**src/rtl/pipe_reg_sync_clr_pkg.sv**
```systemverilog
// Shared helpers for the flushable valid/ready pipeline register.
// Holds the occupancy-counter width function and the DEPTH sanity check.
`ifndef PIPE_REG_SYNC_CLR_PKG_SV
`define PIPE_REG_SYNC_CLR_PKG_SV

package pipe_pkg;

    function automatic int cnt_w(input int depth);
        return $clog2(depth + 1);
    endfunction

endpackage

// Stops elaboration when the pipeline is asked to have no stages at all.
`define PIPE_DEPTH_CHECK(D) \
    if ((D) < 1) begin : g_bad_depth \
        $error("pipe_reg_sync_clr: DEPTH must be >= 1"); \
    end

`endif

```
**src/rtl/pipe_reg_sync_clr_if.sv**
```systemverilog
// Producer/consumer handshake bundle for pipe_reg_sync_clr.
// The slave modport is the pipeline side, the master modport is the surrounding logic.
interface pipe_reg_sync_clr_if
    import pipe_pkg::*;
#(
    parameter int DW    = 8,
    parameter int DEPTH = 4
);
    localparam int CW = cnt_w(DEPTH);

    logic          in_valid;
    logic          in_ready;
    logic [DW-1:0] in_data;
    logic          out_valid;
    logic          out_ready;
    logic [DW-1:0] out_data;
    logic [CW-1:0] count;

    modport slave (
        input  in_valid, in_data, out_ready,
        output in_ready, out_valid, out_data, count
    );

    modport master (
        output in_valid, in_data, out_ready,
        input  in_ready, out_valid, out_data, count
    );
endinterface

```
**src/rtl/pipe_reg_sync_clr_stage.sv**
```systemverilog
// One word-plus-valid slot of the pipeline; loads from upstream whenever it is
// empty or its downstream neighbour is taking its current word this cycle.
module pipe_stage #(
    parameter int DW = 8
) (
    input  logic          clk,
    input  logic          reset_n,
    input  logic          syn_clr,
    input  logic          up_valid,
    input  logic [DW-1:0] up_data,
    input  logic          dn_ready,
    output logic          v,
    output logic [DW-1:0] d,
    output logic          rdy
);
    logic          v_q, v_d;
    logic [DW-1:0] d_q, d_d;

    // Bubbles are loaded too (v=0), which is what lets a gap collapse.
    always_comb begin
        v_d = v_q;
        d_d = d_q;
        rdy = ~v_q | dn_ready;
        if (syn_clr) begin
            v_d = 1'b0;
            d_d = '0;
        end else if (rdy) begin
            v_d = up_valid;
            d_d = up_data;
        end
    end

    always_ff @(posedge clk) begin
        if (!reset_n) begin
            v_q <= 1'b0;
            d_q <= '0;
        end else begin
            v_q <= v_d;
            d_q <= d_d;
        end
    end

    assign v = v_q;
    assign d = d_q;
endmodule

```
**src/rtl/pipe_reg_sync_clr.sv**
```systemverilog
// DEPTH-stage valid/ready pipeline register with synchronous flush and a
// registered occupancy count; ready ripples combinationally from the output back.
module pipe_reg_sync_clr
    import pipe_pkg::*;
#(
    parameter int DW    = 8,
    parameter int DEPTH = 4
) (
    input  logic                clk,
    input  logic                reset_n,
    input  logic                syn_clr,
    pipe_reg_sync_clr_if.slave  bus
);
    localparam int CW = cnt_w(DEPTH);

    `PIPE_DEPTH_CHECK(DEPTH)

    logic          v_s [DEPTH];
    logic [DW-1:0] d_s [DEPTH];
    logic          rdy0;
    logic          push;
    logic          pop;
    logic [CW-1:0] count_q, count_d;

    for (genvar i = 0; i < DEPTH; i++) begin : g_stage
        logic          up_v;
        logic [DW-1:0] up_d;
        logic          dn_r;
        logic          rdy;

        if (i == 0) begin : g_head
            assign up_v = bus.in_valid;
            assign up_d = bus.in_data;
        end else begin : g_body
            assign up_v = v_s[i-1];
            assign up_d = d_s[i-1];
        end

        if (i == DEPTH - 1) begin : g_tail
            assign dn_r = bus.out_ready;
        end else begin : g_link
            assign dn_r = g_stage[i+1].rdy;
        end

        pipe_stage #(.DW(DW)) u_stage (
            .clk      (clk),
            .reset_n  (reset_n),
            .syn_clr  (syn_clr),
            .up_valid (up_v),
            .up_data  (up_d),
            .dn_ready (dn_r),
            .v        (v_s[i]),
            .d        (d_s[i]),
            .rdy      (rdy)
        );
    end

    assign rdy0 = g_stage[0].rdy;

    // A flush cycle (or reset) blocks both handshakes so no word slips through it.
    assign bus.in_ready  = rdy0 & reset_n & ~syn_clr;
    assign bus.out_valid = v_s[DEPTH-1] & reset_n & ~syn_clr;
    assign bus.out_data  = d_s[DEPTH-1];
    assign bus.count     = count_q;

    assign push = bus.in_valid & bus.in_ready;
    assign pop  = bus.out_valid & bus.out_ready;

    always_comb begin
        count_d = count_q;
        if (syn_clr) begin
            count_d = '0;
        end else begin
            count_d = count_q + CW'(push) - CW'(pop);
        end
    end

    always_ff @(posedge clk) begin
        if (!reset_n) begin
            count_q <= '0;
        end else begin
            count_q <= count_d;
        end
    end
endmodule

```
**src/flat_wrapper.sv**
```systemverilog
// flat-port wrapper written by rule: the top's interface ports become plain ports
module pipe_reg_sync_clr_flat import pipe_pkg::*;
#(
    parameter int DW    = 8,
    parameter int DEPTH = 4
)
  (clk, reset_n, syn_clr, bus_in_valid, bus_in_data, bus_out_ready, bus_in_ready, bus_out_valid, bus_out_data, bus_count);
  pipe_reg_sync_clr_if #(.DW(DW), .DEPTH(DEPTH)) bus_i ();
  input  logic clk;
  input  logic reset_n;
  input  logic syn_clr;
  input wire logic [$bits(bus_i.in_valid)-1:0] bus_in_valid;
  input wire logic [$bits(bus_i.in_data)-1:0] bus_in_data;
  input wire logic [$bits(bus_i.out_ready)-1:0] bus_out_ready;
  output wire logic [$bits(bus_i.in_ready)-1:0] bus_in_ready;
  output wire logic [$bits(bus_i.out_valid)-1:0] bus_out_valid;
  output wire logic [$bits(bus_i.out_data)-1:0] bus_out_data;
  output wire logic [$bits(bus_i.count)-1:0] bus_count;
  assign bus_i.in_valid = bus_in_valid;
  assign bus_i.in_data = bus_in_data;
  assign bus_i.out_ready = bus_out_ready;
  assign bus_in_ready = bus_i.in_ready;
  assign bus_out_valid = bus_i.out_valid;
  assign bus_out_data = bus_i.out_data;
  assign bus_count = bus_i.count;
  pipe_reg_sync_clr #(.DW(DW), .DEPTH(DEPTH)) u_core (.clk(clk), .reset_n(reset_n), .syn_clr(syn_clr), .bus(bus_i));
endmodule
```
**config.mk**
```make
export PLATFORM = sky130hd
export DESIGN_NAME = pipe_reg_sync_clr_flat
export DESIGN_NICKNAME = d
export VERILOG_FILES = /design/src/rtl/pipe_reg_sync_clr_pkg.sv /design/src/rtl/pipe_reg_sync_clr_if.sv /design/src/rtl/pipe_reg_sync_clr_stage.sv /design/src/rtl/pipe_reg_sync_clr.sv /design/src/flat_wrapper.sv
export SDC_FILE = /design/constraint.sdc
export NUM_CORES = 1
export LEC_CHECK = 0
export BUFFER_PORTS_ARGS = -buffer_cell sky130_fd_sc_hd__buf_2
export CORE_ASPECT_RATIO = 0.5
export CORE_MARGIN = 4
export CORE_UTILIZATION = 60
export DETAILED_ROUTE_END_ITERATION = 8
export PLACE_DENSITY = 0.8
export SLEW_MARGIN = 20
export SYNTH_ARGS = -nofsm -noshare
export SYNTH_HDL_FRONTEND = slang
export SYNTH_HIERARCHICAL = 1
export SYNTH_SLANG_ARGS = --single-unit
```
**constraint.sdc**
```tcl
create_clock -name clk -period 4.8 [get_ports clk]
set_clock_uncertainty 0.2 [all_clocks]
set_input_delay 0.48 -clock clk [delete_from_list [all_inputs] [get_ports clk]]
set_output_delay 0.48 -clock clk [all_outputs]
set_load 0.05 [all_outputs]
```
Word-level counts from Yosys, hierarchy flattened
Index checks and enable logic that the tools add are counted.
- add/sub/neg operators: 2
- bitwise operators: 16
- reductions and logical operators: 1
- operators with widths (operator ; number):
    $and A1 B1 Y1 ; 6
    $not A1 Y1 ; 6
    $or A1 B1 Y1 ; 4
    $add A3 B1 Y3 ; 1
    $sub A3 B1 Y3 ; 1
    $reduce_or A2 Y1 ; 1
- bits in registers: 39
- input bits: 13
- output and inout bits: 13
- word-level logic and storage cells: 28

Depth between registers and ports, before layout
Gate-level depths: netlist of run 1.
- word-level depth: 10
- gate-level depth with buffers: 21
- mapped depth without buffers: 17

By module
Netlist of run 1, hierarchy kept.
- modules (own cells, without submodules) (module ; instances ; cells each ; area an instance (µm²) ; sequential area each (µm²)):
    pipe_stage ; 4 ; 40 ; 390.4 ; 180.2
    pipe_reg_sync_clr ; 1 ; 18 ; 186.4 ; 60.1

Least setup slack after synthesis of run 1
Ideal clock, no wire load.
- path type: in2reg
- start point: in bus_out_ready
- end point: reg u_core.count_q[2], in the netlist u_core/bus.count[2]
- library setup time: 0.112 ns
- arrival time: 3.167 ns
- required time: 4.488 ns
- path slack: 1.321 ns
- stages on the path: 21
- path buffers: 4
- path through: nor2b_4 -> buf_6 -> inv_12 -> nor2b_4 -> buf_6 -> inv_12 -> nor2b_4 -> buf_6 -> inv_12 -> nor2b_4 -> buf_6 -> inv_12 -> and3b_1 -> nand2_1 -> ha_1 -> inv_1 -> ha_1 -> inv_1 -> fa_1 -> xnor3_1 -> nor2_1
- cells in the longest elaborated chain, start to end: 9
- elaborated cells between the ends (all ways): 10
- classes of those cells: 2 x add/sub; 8 x bitwise
- RTL lines (item ; RTL line ; RTL):
    from (decl) ; flat_wrapper.sv:14 ; input wire logic [$bits(bus_i.out_ready)-1:0] bus_out_ready;
    $or A1 B1 Y1 ; pipe_reg_sync_clr_stage.sv:23 ; rdy = ~v_q | dn_ready;
    named net u_core.g_stage[2].dn_r ; pipe_reg_sync_clr.sv:28 ; logic dn_r;
    $or A1 B1 Y1 ; pipe_reg_sync_clr_stage.sv:23 ;
    named net u_core.g_stage[1].dn_r ; pipe_reg_sync_clr.sv:28 ;
    $or A1 B1 Y1 ; pipe_reg_sync_clr_stage.sv:23 ;
    named net u_core.g_stage[0].dn_r ; pipe_reg_sync_clr.sv:28 ;
    $or A1 B1 Y1 ; pipe_reg_sync_clr_stage.sv:23 ;
    named net u_core.g_stage[0].rdy ; pipe_reg_sync_clr.sv:29 ; logic rdy;
    $and A1 B1 Y1 (2 in series) ; pipe_reg_sync_clr.sv:61 ; assign bus.in_ready = rdy0 & reset_n & ~syn_clr;
    named net bus_in_ready ; flat_wrapper.sv:15 ; output wire logic [$bits(bus_i.in_ready)-1:0] bus_in_ready;
    $and A1 B1 Y1 ; pipe_reg_sync_clr.sv:66 ; assign push = bus.in_valid & bus.in_ready;
    $add A3 B1 Y3 ; pipe_reg_sync_clr.sv:74 ; count_d = count_q + CW'(push) - CW'(pop);
    $sub A3 B1 Y3 ; pipe_reg_sync_clr.sv:74 ;
    to (signal assigned) ; pipe_reg_sync_clr.sv:82 ; count_q <= count_d;
    to (decl) ; pipe_reg_sync_clr.sv:23 ; logic [CW-1:0] count_q, count_d;
The timed path passes the listed nets, and every way through them passes these cells.
A chain may end at the register's enable or synchronous reset.

Worst setup path after layout of run 1
- start point: reg u_core.g_stage[3].u_stage.v_q
- end point: reg u_core.count_q[2], in the netlist u_core/bus.count[2]
- cells in the longest elaborated chain, start to end: 10
- elaborated cells between the ends (all ways): 13
- classes of those cells: 2 x add/sub; 11 x bitwise
- RTL lines (item ; RTL line ; RTL):
    from (decl) ; pipe_reg_sync_clr_stage.sv:16 ; logic v_q, v_d;
    from (signal assigned) ; pipe_reg_sync_clr_stage.sv:38 ; v_q <= v_d;
    $not A1 Y1 ; pipe_reg_sync_clr_stage.sv:23 ;
    $or A1 B1 Y1 ; pipe_reg_sync_clr_stage.sv:23 ;
    named net u_core.g_stage[2].dn_r ; pipe_reg_sync_clr.sv:28 ;
    $or A1 B1 Y1 ; pipe_reg_sync_clr_stage.sv:23 ;
    named net u_core.g_stage[1].dn_r ; pipe_reg_sync_clr.sv:28 ;
    $or A1 B1 Y1 ; pipe_reg_sync_clr_stage.sv:23 ;
    named net u_core.g_stage[0].dn_r ; pipe_reg_sync_clr.sv:28 ;
    $or A1 B1 Y1 ; pipe_reg_sync_clr_stage.sv:23 ;
    named net u_core.g_stage[0].rdy ; pipe_reg_sync_clr.sv:29 ;
    $and A1 B1 Y1 (2 in series) ; pipe_reg_sync_clr.sv:61 ;
    $and A1 B1 Y1 ; pipe_reg_sync_clr.sv:66 ;
    $add A3 B1 Y3 ; pipe_reg_sync_clr.sv:74 ;
    $sub A3 B1 Y3 ; pipe_reg_sync_clr.sv:74 ;
The timed path passes the listed nets, and every way through them passes these cells.

==> results of run 1 <==
metrics by stage:
stage          hold slack, ns  total power [W]
2_1_floorplan          0.2411        0.0003606
3_3_place_gp           0.2475        0.0003700
3_5_place_dp           0.2536        0.0003708
4_1_cts                0.2239        0.0006038
5_1_grt                0.2287        0.0006186
6_report               0.2271        0.0005988
registers in the layout, summed over array words and instances, names as in the netlist:
signal / count
u_core/g_stage.u_stage/v: 4
u_core/g_stage.u_stage/d: 32
u_core/bus.count: 3
power breakdown:
| part | leakage (nW) | switching [W] | internal, W | total [W] |
|---|---|---|---|---|
| registers | 0.316 | 0.00000354 | 0.000329 | 0.000332 |
| logic | 0.334 | 0.0000195 | 0.0000115 | 0.0000310 |
| clock network | 0.0515 | 0.000105 | 0.000131 | 0.000236 |
| total | 0.701 | 0.000128 | 0.000471 | 0.000599 |
final cells by class:
cell class,count,area [sq um]
multi-input combinational,125,829.5
sequential,39,780.7
fill,211,729.5
timing repair buffer,25,125.1
clock buffer,8,100.1
inverter,6,72.57
tap,37,46.29
cells by family after synthesis:
group	Yosys count	share of synthesized area, %
AND/OR/NAND/NOR	89	27.56
adder cells (fa/ha/maj)	3	2.577
buffers and inverters	14	7.874
XOR/XNOR	1	1.288
flip-flops	39	44.67
AO/OA/AOI/OAI	32	16.03
worst paths after layout:
check | depth (start not counted) | slack, ns | start | end
max | 17 | 1.15 | u_core/g_stage[3].u_stage/v | u_core/bus.count[2]
min | 3 | 0.23 | bus_in_valid | u_core/g_stage[0].u_stage/v
max reg2reg | 17 | 1.15 | u_core/g_stage[3].u_stage/v | u_core/bus.count[2]
min reg2reg | 2 | 0.26 | u_core/g_stage[0].u_stage/d[1] | u_core/g_stage[1].u_stage/d[1]
cells in the final DEF (no fill, tap or decap), drive strengths merged, types with 5 or more instances in the layout:
cell type  netlist  final
buf              8     25
nand2           65     65
a21oi           32     32
clkbuf           0      8
nor2b            5      5
inv              6      6
dfxtp           39     39
nor2            10     10
nand2b           5      5
worst register-to-register path, stage by stage, from the launching register on:
cell     delay (ns)
dfxtp_1        0.36
nor2b_4        0.37
inv_12         0.07
nor2b_4        0.33
inv_12         0.08
nor2b_4        0.33
inv_12         0.08
nor2b_4        0.32
inv_12         0.07
and3b_1        0.18
nand2_1        0.07
ha_1           0.22
inv_1          0.06
ha_1           0.13
inv_1          0.05
fa_1           0.38
xnor3_1        0.22
nor2_1         0.04
metal layers:
metal	wire length [microns]	vias to the layer above	GRT usage, %
met1	1454	504	20.24
met2	1219	22	26.49
met5	0	-	0
li1	-	612	-
met3	167	0	5.536
met4	0	0	3.785
==> flow_summary.json, run 1 <==
{
  "syn_avg_cell_area_sq_um": 9.820,
  "numClockSinks": 39,
  "dp_hpwl_microns": 2320,
  "grt_pass1_wl_microns": 4774,
  "ys_ff_latch": 39,
  "crit_buf_inv": 6,
  "cp.required_ns": 4.78,
  "yosysTopAreaCellShare_pct": 44.67,
  "routedWlPerCell_microns": 11.84,
  "area_delta_synth_final_pct": 11.81,
  "tightest_slew_ns": 0.5273,
  "synth_top_area_cell": "dfxtp_1",
  "port_buffers": 25,
  "crit_chain": "nor2b_4 -> inv_12 -> nor2b_4 -> inv_12 -> nor2b_4 -> inv_12 -> nor2b_4 -> inv_12 -> and3b_1 -> nand2_1 -> ha_1 -> inv_1 -> ha_1 -> inv_1 -> fa_1 -> xnor3_1 -> nor2_1",
  "drive_gt1_share_pct": 51.23,
  "fin_crit_sh_pct": 75.96,
  "netlist_area_sq_um": 1748,
  "synth_most_common_cell": "dfxtp_1",
  "gp_congestion": 0.7551,
  "nNetsFinal": 218,
  "setup_slack_ns": 1.154,
  "die_area_sq_um": 3893,
  "num_io_pins": 26,
  "die_h_microns": 46.17,
  "drt_first_pass_iters": 4,
  "async_flop_share_pct": 0,
  "hp-class": "in -> reg",
  "worst_ir_drop_vdd_v": 0.0001933,
  "cp-start-kind": "flop",
  "synth_cell_types": 18,
  "cts_inserted_buffers": 5,
  "syn-num-nets": 194,
  "max-cap-violations": 0,
  "drc": 0,
  "viasPerCell": 4.742,
  "dp_slack_ns": 0.9287,
  "outcome": "complete, no violations",
  "synth.area.top_cells": "dfxtp_1 (45%), a21oi_2 (16%), nand2_2 (11%), nand2_1 (7.1%), inv_12 (3.7%)",
  "ys_top_cells_by_count": "dfxtp_1 (39), nand2_1 (33), a21oi_2 (32), nand2_2 (32), nor2_1 (10)",
  "place_area_sq_um": 1854,
  "rows": 13,
  "relSlewSlack_pct": 64.85,
  "grt_setup_unrepaired": "no",
  "via_count": 1138,
  "power_density_nw_per_um2": 306.4,
  "finalSetupViolCount": 0,
  "synth_ff_type": "dfxtp_1",
  "grt_overflow_total": 0,
  "drv_slew": 0,
  "yosysSeqAreaShare_pct": 44.67,
  "finish.utilization_pct": 72.82,
  "cp.arrival_ns": 3.62,
  "root_buffer": "clkbuf_8",
  "slowest_delay_ns": 0.38,
  "synth_edf_count": 0,
  "yosysWarnings": 6,
  "initial_core_util_pct": 65.13,
  "timing_hold_violations_final": 0,
  "routed_wl_microns": 2842,
  "design_area_sq_um": 1954,
  "clockBufferDepth": 2,
  "post_cts_resized": 0,
  "crit_slowest_cell": "fa_1",
  "drtIter0Drc": 20,
  "tns_ns": 0,
  "antenna_left": 0,
  "ctsHoldBuffers": 0,
  "clock_latency_ns": 0.28,
  "fp.dieW_microns": 84.33,
  "cp_max_fo": 10,
  "dp_cells": 232,
  "cts_setup_buffers": 0,
  "grt_start_max_net_pins": 12,
  "fp.coreArea_sq_um": 2684,
  "period_needed_ns": 3.646,
  "antenna_found_initial": 0,
  "grt_pass1_vias": 1061,
  "diodes": 0,
  "stdcell_count": 240,
  "cts_tree": "built",
  "cts.reportedPaths.clkPinSlew_ns": 0.07,
  "grt_usage_pct": 15.85,
  "cp_top_family": "simple AND/OR/NAND/NOR gates",
  "cp-end-kind": "flop",
  "clock.fmax_mhz": 274.3,
  "crit_type": "reg -> reg",
  "leakage_nw": 0.7011,
  "htreeDepth": 2,
  "syn_inst": 178
}
Power figures use the tool's default switching activity.
==> inputs of run 2 (changes only) <==
CORE_UTILIZATION = 50   (was 60)
PLACE_DENSITY = 0.71   (was 0.8)
clock period = 3.3 ns   (was 4.8 ns; I/O delays follow)
==> flow_summary.json, run 2 (synthesis gave the netlist of run 1 again) <==
{
  "power_switching_w": 0.0001767,
  "diodes": 0,
  "largest_reg_flops": 32,
  "viasPerCell": 4.506,
  "numClockSinks": 39,
  "clock.fmax_mhz": 322.8,
  "pwr-share-clk_pct": 34.9,
  "cts_inserted_buffers": 5,
  "num_io_pins": 26,
  "layout_commonest_cell": "dfxtp_1",
  "grt_usage_pct": 14.41,
  "rows": 14,
  "fp.coreArea_sq_um": 3171,
  "period_needed_ns": 3.097,
  "initial_core_util_pct": 55.13,
  "gp_congestion": 0.7809,
  "grt_start_max_net_pins": 11,
  "root_buffer": "clkbuf_8",
  "dp_hpwl_microns": 2281,
  "drt_first_pass_iters": 4,
  "finalSetupViolCount": 0,
  "grt_overflow_total": 0,
  "cts.reportedPaths.clkPinSlew_ns": 0.07,
  "via_count": 1158,
  "cts_tree": "built",
  "power_density_nw_per_um2": 405.1,
  "drtIter0Drc": 36,
  "combPwrFrac_pct": 5.6,
  "worst_ir_drop_vdd_v": 0.0002163,
  "htreeDepth": 2,
  "max-cap-violations": 0,
  "cp-start-kind": "flop",
  "grt_pass1_wl_microns": 5057,
  "clockBufferDepth": 2,
  "fin_crit_sh_pct": 93.86,
  "power_frac_seq_pct": 59.5,
  "tns_ns": 0,
  "timing_hold_violations_final": 0,
  "cp.required_ns": 3.31,
  "port_buffers": 25,
  "grt_pass1_vias": 1085,
  "hp-class": "in -> reg",
  "clock_latency_ns": 0.28,
  "relSlewSlack_pct": 64.57,
  "drc": 0,
  "drive_gt1_share_pct": 54.07,
  "crit_type": "reg -> reg",
  "outcome": "complete, no violations",
  "cp_max_fo": 9,
  "final_cell_mix": "dfxtp_1 (38), nand2_1 (33), nand2_2 (32), a21oi_2 (32), buf_2 (25)",
  "routedWlPerCell_microns": 11.36,
  "area_delta_synth_final_pct": 14.75,
  "hold_slack_ns": 0.07041,
  "tightest_slew_ns": 0.5315,
  "cp-end-kind": "flop",
  "routed_wl_microns": 2920,
  "antenna_left": 0,
  "antenna_found_initial": 0,
  "fp.dieW_microns": 91.62,
  "swShare_pct": 21.75,
  "grt_setup_unrepaired": "no",
  "die_area_sq_um": 4563,
  "p_int_w": 0.0006358,
  "drv_slew": 0,
  "nNetsFinal": 226,
  "leakage_nw": 0.7256,
  "cp.arrival_ns": 3.11,
  "die_h_microns": 49.81
}
[run 2: cell count changes in the layout (fill, tap and decap cells not counted)]
cell	previous run	this run
and3b_1	1	0
and3b_2	0	1
buf_4	0	8
clkbuf_8	7	5
dfxtp_1	39	38
dfxtp_2	0	1
fa_1	1	0
fa_2	0	1
[run 2: through the flow]
stage          setup WS, ns  util [%]  instance area, sq um   power, W  cells
2_1_floorplan       0.02596         -                  1749  0.0005247    178
3_3_place_gp         0.1314     59.91                  1899  0.0005389    247
3_5_place_dp        0.03926     59.91                  1899  0.0005394    247
4_1_cts             0.08470     62.19                  1972  0.0008261    253
5_1_grt             0.02573     63.26                  2006  0.0008490    257
6_report             0.2025     63.26                  2006  0.0008124    257
[run 2: worst max-delay path: stages, from the launching register on]
cell	delay (ns)
dfxtp_2	0.34
nor2b_4	0.25
inv_12	0.07
nor2b_4	0.22
inv_12	0.04
nor2b_4	0.21
inv_12	0.06
nor2b_4	0.22
inv_12	0.06
and3b_2	0.20
nand2_1	0.07
ha_1	0.23
inv_1	0.06
ha_1	0.13
inv_1	0.05
fa_2	0.32
xnor3_1	0.18
nor2_1	0.12
[run 2: worst paths after layout]
check	startpoint	end	slack (ns)	depth (start not counted)
worst max-delay path	u_core/g_stage[3].u_stage/v	u_core/bus.count[2]	0.20	17
worst min-delay path	bus_in_valid	u_core/g_stage[0].u_stage/v	0.07	3
worst max register to register	u_core/g_stage[3].u_stage/v	u_core/bus.count[2]	0.20	17
worst min register to register	u_core/g_stage[3].u_stage/d[3]	u_core/g_stage[3].u_stage/d[3]	0.25	2
[run 2: cell type report]
| class | instances | area, sq um |
|---|---|---|
| fillers | 277 | 1165 |
| multi-input cells | 125 | 833.3 |
| flip-flops and latches | 39 | 782.0 |
| repair buffers | 33 | 185.2 |
| clock buffers | 6 | 72.57 |
| inverters | 6 | 72.57 |
| well taps | 48 | 60.06 |
[run 2: what timing repair did]
action,CTS,global route
buffers inserted,0,4
hold buffers,0,0
setup endpoints to repair,0,1
resized for setup,0,2
[run 2: routing by layer]
metal / wire (microns) / global-route usage [%]
met1: 1501 / 18.94
met2: 1185 / 20.31
met3: 174 / 5.623
met4: 59 / 7.500
met5: 0 / 0
[run 2: power by group through the flow]
| stage | Combinational [W] | Clock, W | Sequential, W |
|---|---|---|---|
| after CTS | 0.0000456 | 0.000297 | 0.000483 |
| after global placement | 0.0000450 | 0 | 0.000494 |
| after global routing | 0.0000497 | 0.000315 | 0.000484 |
| final | 0.0000452 | 0.000284 | 0.000483 |
| after floorplan | 0.0000303 | 0 | 0.000494 |
| after detailed placement | 0.0000454 | 0 | 0.000494 |
==> inputs of run 3 (changes only) <==
==> constraint.sdc (replaced) <==
create_clock -name clk -period 3.3 [get_ports clk]
set_clock_uncertainty 0.2 [all_clocks]
set_input_delay 0.33 -clock clk [delete_from_list [all_inputs] [get_ports clk]]
set_output_delay 0.33 -clock clk [all_outputs]
set_load 0.005 [all_outputs]
==> flow_summary.json, run 3 (synthesis gave the netlist of run 1 again) <==
{
  "outcome": "complete, no violations",
  "cts.reportedPaths.clkPinSlew_ns": 0.07,
  "layout_commonest_cell": "dfxtp_1",
  "cp_top_family": "simple AND/OR/NAND/NOR gates",
  "cts_tree": "built",
  "grt_pass1_vias": 1085,
  "crit_type": "reg -> reg",
  "dp_cells": 247,
  "antenna_found_initial": 0,
  "design_area_sq_um": 1997,
  "place_area_sq_um": 1898,
  "antenna_left": 0,
  "root_buffer": "clkbuf_8",
  "cts_inserted_buffers": 5,
  "cp.arrival_ns": 3.06,
  "timing_hold_violations_final": 0,
  "dp_slack_ns": 0.07994,
  "ctsHoldBuffers": 0,
  "dp_hpwl_microns": 2199,
  "relSlewSlack_pct": 65.08,
  "setup_slack_ns": 0.2203,
  "tns_ns": 0,
  "crit_slowest_cell": "dfxtp_2",
  "busiest_layer": "met2",
  "fin_crit_sh_pct": 93.32,
  "leakage_nw": 0.7238,
  "clock_latency_ns": 0.28,
  "stdcell_count": 255,
  "use_met2_pct": 19.83,
  "grt_setup_unrepaired": "no",
  "area_delta_synth_final_pct": 14.25,
  "drt_first_pass_iters": 4,
  "grt_overflow_total": 0,
  "nNetsFinal": 223,
  "clock.fmax_mhz": 324.7,
  "grt_usage_pct": 14.23,
  "max-cap-violations": 0,
  "drive_gt1_share_pct": 53.62,
  "use_met3_pct": 5.471,
  "htreeDepth": 2,
  "cp_max_fo": 9,
  "grt_start_max_net_pins": 12,
  "port_buffers": 25,
  "cp-end-kind": "flop",
  "initial_core_util_pct": 55.13,
  "worst_ir_drop_vdd_v": 0.0002011,
  "slowest_delay_ns": 0.34,
  "gp_congestion": 0.7333,
  "via_count": 1143,
  "rows": 14,
  "die_h_microns": 49.81,
  "clockBufferDepth": 2,
  "drv_slew": 0,
  "drc": 0,
  "largest_reg_flops": 32,
  "grt_pass1_wl_microns": 5009,
  "grt_util_met1_pct": 19.44,
  "numClockSinks": 39,
  "routed_wl_microns": 2861,
  "die_area_sq_um": 4563,
  "crit_buf_inv": 6,
  "fp.dieW_microns": 91.62,
  "final_cell_mix": "dfxtp_1 (38), nand2_1 (33), nand2_2 (32), a21oi_2 (32), buf_2 (25)",
  "tightest_slew_ns": 0.5238,
  "diodes": 0,
  "fp.coreArea_sq_um": 3171,
  "drtIter0Drc": 12,
  "cp.required_ns": 3.28,
  "period_needed_ns": 3.080,
  "reg2reg_slack_ns": 0.22,
  "cp-start-kind": "flop",
  "crit_chain": "nor2b_4 -> inv_12 -> nor2b_4 -> inv_12 -> nor2b_4 -> inv_12 -> nor2b_4 -> inv_12 -> and3b_1 -> nand2_1 -> ha_1 -> inv_1 -> ha_1 -> inv_1 -> fa_2 -> xnor3_1 -> nor2_1",
  "finalSetupViolCount": 0,
  "num_io_pins": 26,
  "fillers": 281,
  "routedWlPerCell_microns": 11.22,
  "viasPerCell": 4.482,
  "power_density_nw_per_um2": 421.8,
  "hp-class": "in -> reg"
}
run 3: cell types whose count changed in the layout (fill, tap and decap cells not counted):
cell / previous run / this run
clkbuf_8: 5 / 6
buf_4: 8 / 5
clkinv_2: 0 / 1
clkbuf_1: 1 / 0
and3b_2: 1 / 0
and3b_1: 0 / 1
run 3: per-stage QoR:
| stage | hold slack, ns | util (%) | power [W] |
|---|---|---|---|
| after CTS | 0.06099 | 62.63 | 0.0008579 |
| after detailed placement | 0.2491 | 59.87 | 0.0005356 |
| final | 0.06947 | 62.98 | 0.0008423 |
| after global placement | 0.2453 | 59.87 | 0.0005350 |
| after floorplan | 0.2411 | - | 0.0005205 |
| after global routing | 0.06901 | 62.98 | 0.0008844 |
run 3: worst paths after layout:
kind                               endpoint                      startpoint  cells past startpoint
max                     u_core/bus.count[2]     u_core/g_stage[3].u_stage/v                     17
min             u_core/g_stage[0].u_stage/v                    bus_in_valid                      3
max reg2reg             u_core/bus.count[2]     u_core/g_stage[3].u_stage/v                     17
min reg2reg  u_core/g_stage[3].u_stage/d[5]  u_core/g_stage[3].u_stage/d[5]                      2
run 3: report_power, final:
part	internal (W)	switching, W
Combinational	0.0000167	0.0000244
Clock	0.000164	0.000154
Sequential	0.000478	0.00000521
run 3: layer usage:
layer  routed length [microns]  up-vias
met5                         0        -
met3                       179        5
met4                        28        0
met2                      1117       24
met1                      1535      494
li1                          -      620
run 3: worst reg2reg max path, stage by stage, from the launching register on:
cell and delay, ns:
dfxtp_2 0.34, nor2b_4 0.24, inv_12 0.07, nor2b_4 0.22, inv_12 0.07, nor2b_4 0.23
inv_12 0.07, nor2b_4 0.21, inv_12 0.06, and3b_1 0.17, nand2_1 0.07, ha_1 0.22
inv_1 0.05, ha_1 0.13, inv_1 0.05, fa_2 0.33, xnor3_1 0.20, nor2_1 0.04
run 3: layout make-up:
| class | instances | area [sq um] | share of cell area (%) |
|---|---|---|---|
| clock buffer | 6 | 82.58 | 4.135 |
| tap | 48 | 60.06 | 3.008 |
| inverter | 6 | 72.57 | 3.634 |
| multi-input combinational | 125 | 832.0 | 41.67 |
| sequential | 39 | 782.0 | 39.16 |
| timing repair buffer | 30 | 162.7 | 8.145 |
| clock inverter | 1 | 5.005 | 0.2506 |
run 3: what timing repair did:
item                                    CTS  global route
endpoints found under the setup margin    0             1
buffers inserted                          0             1
resized for setup                         0             2
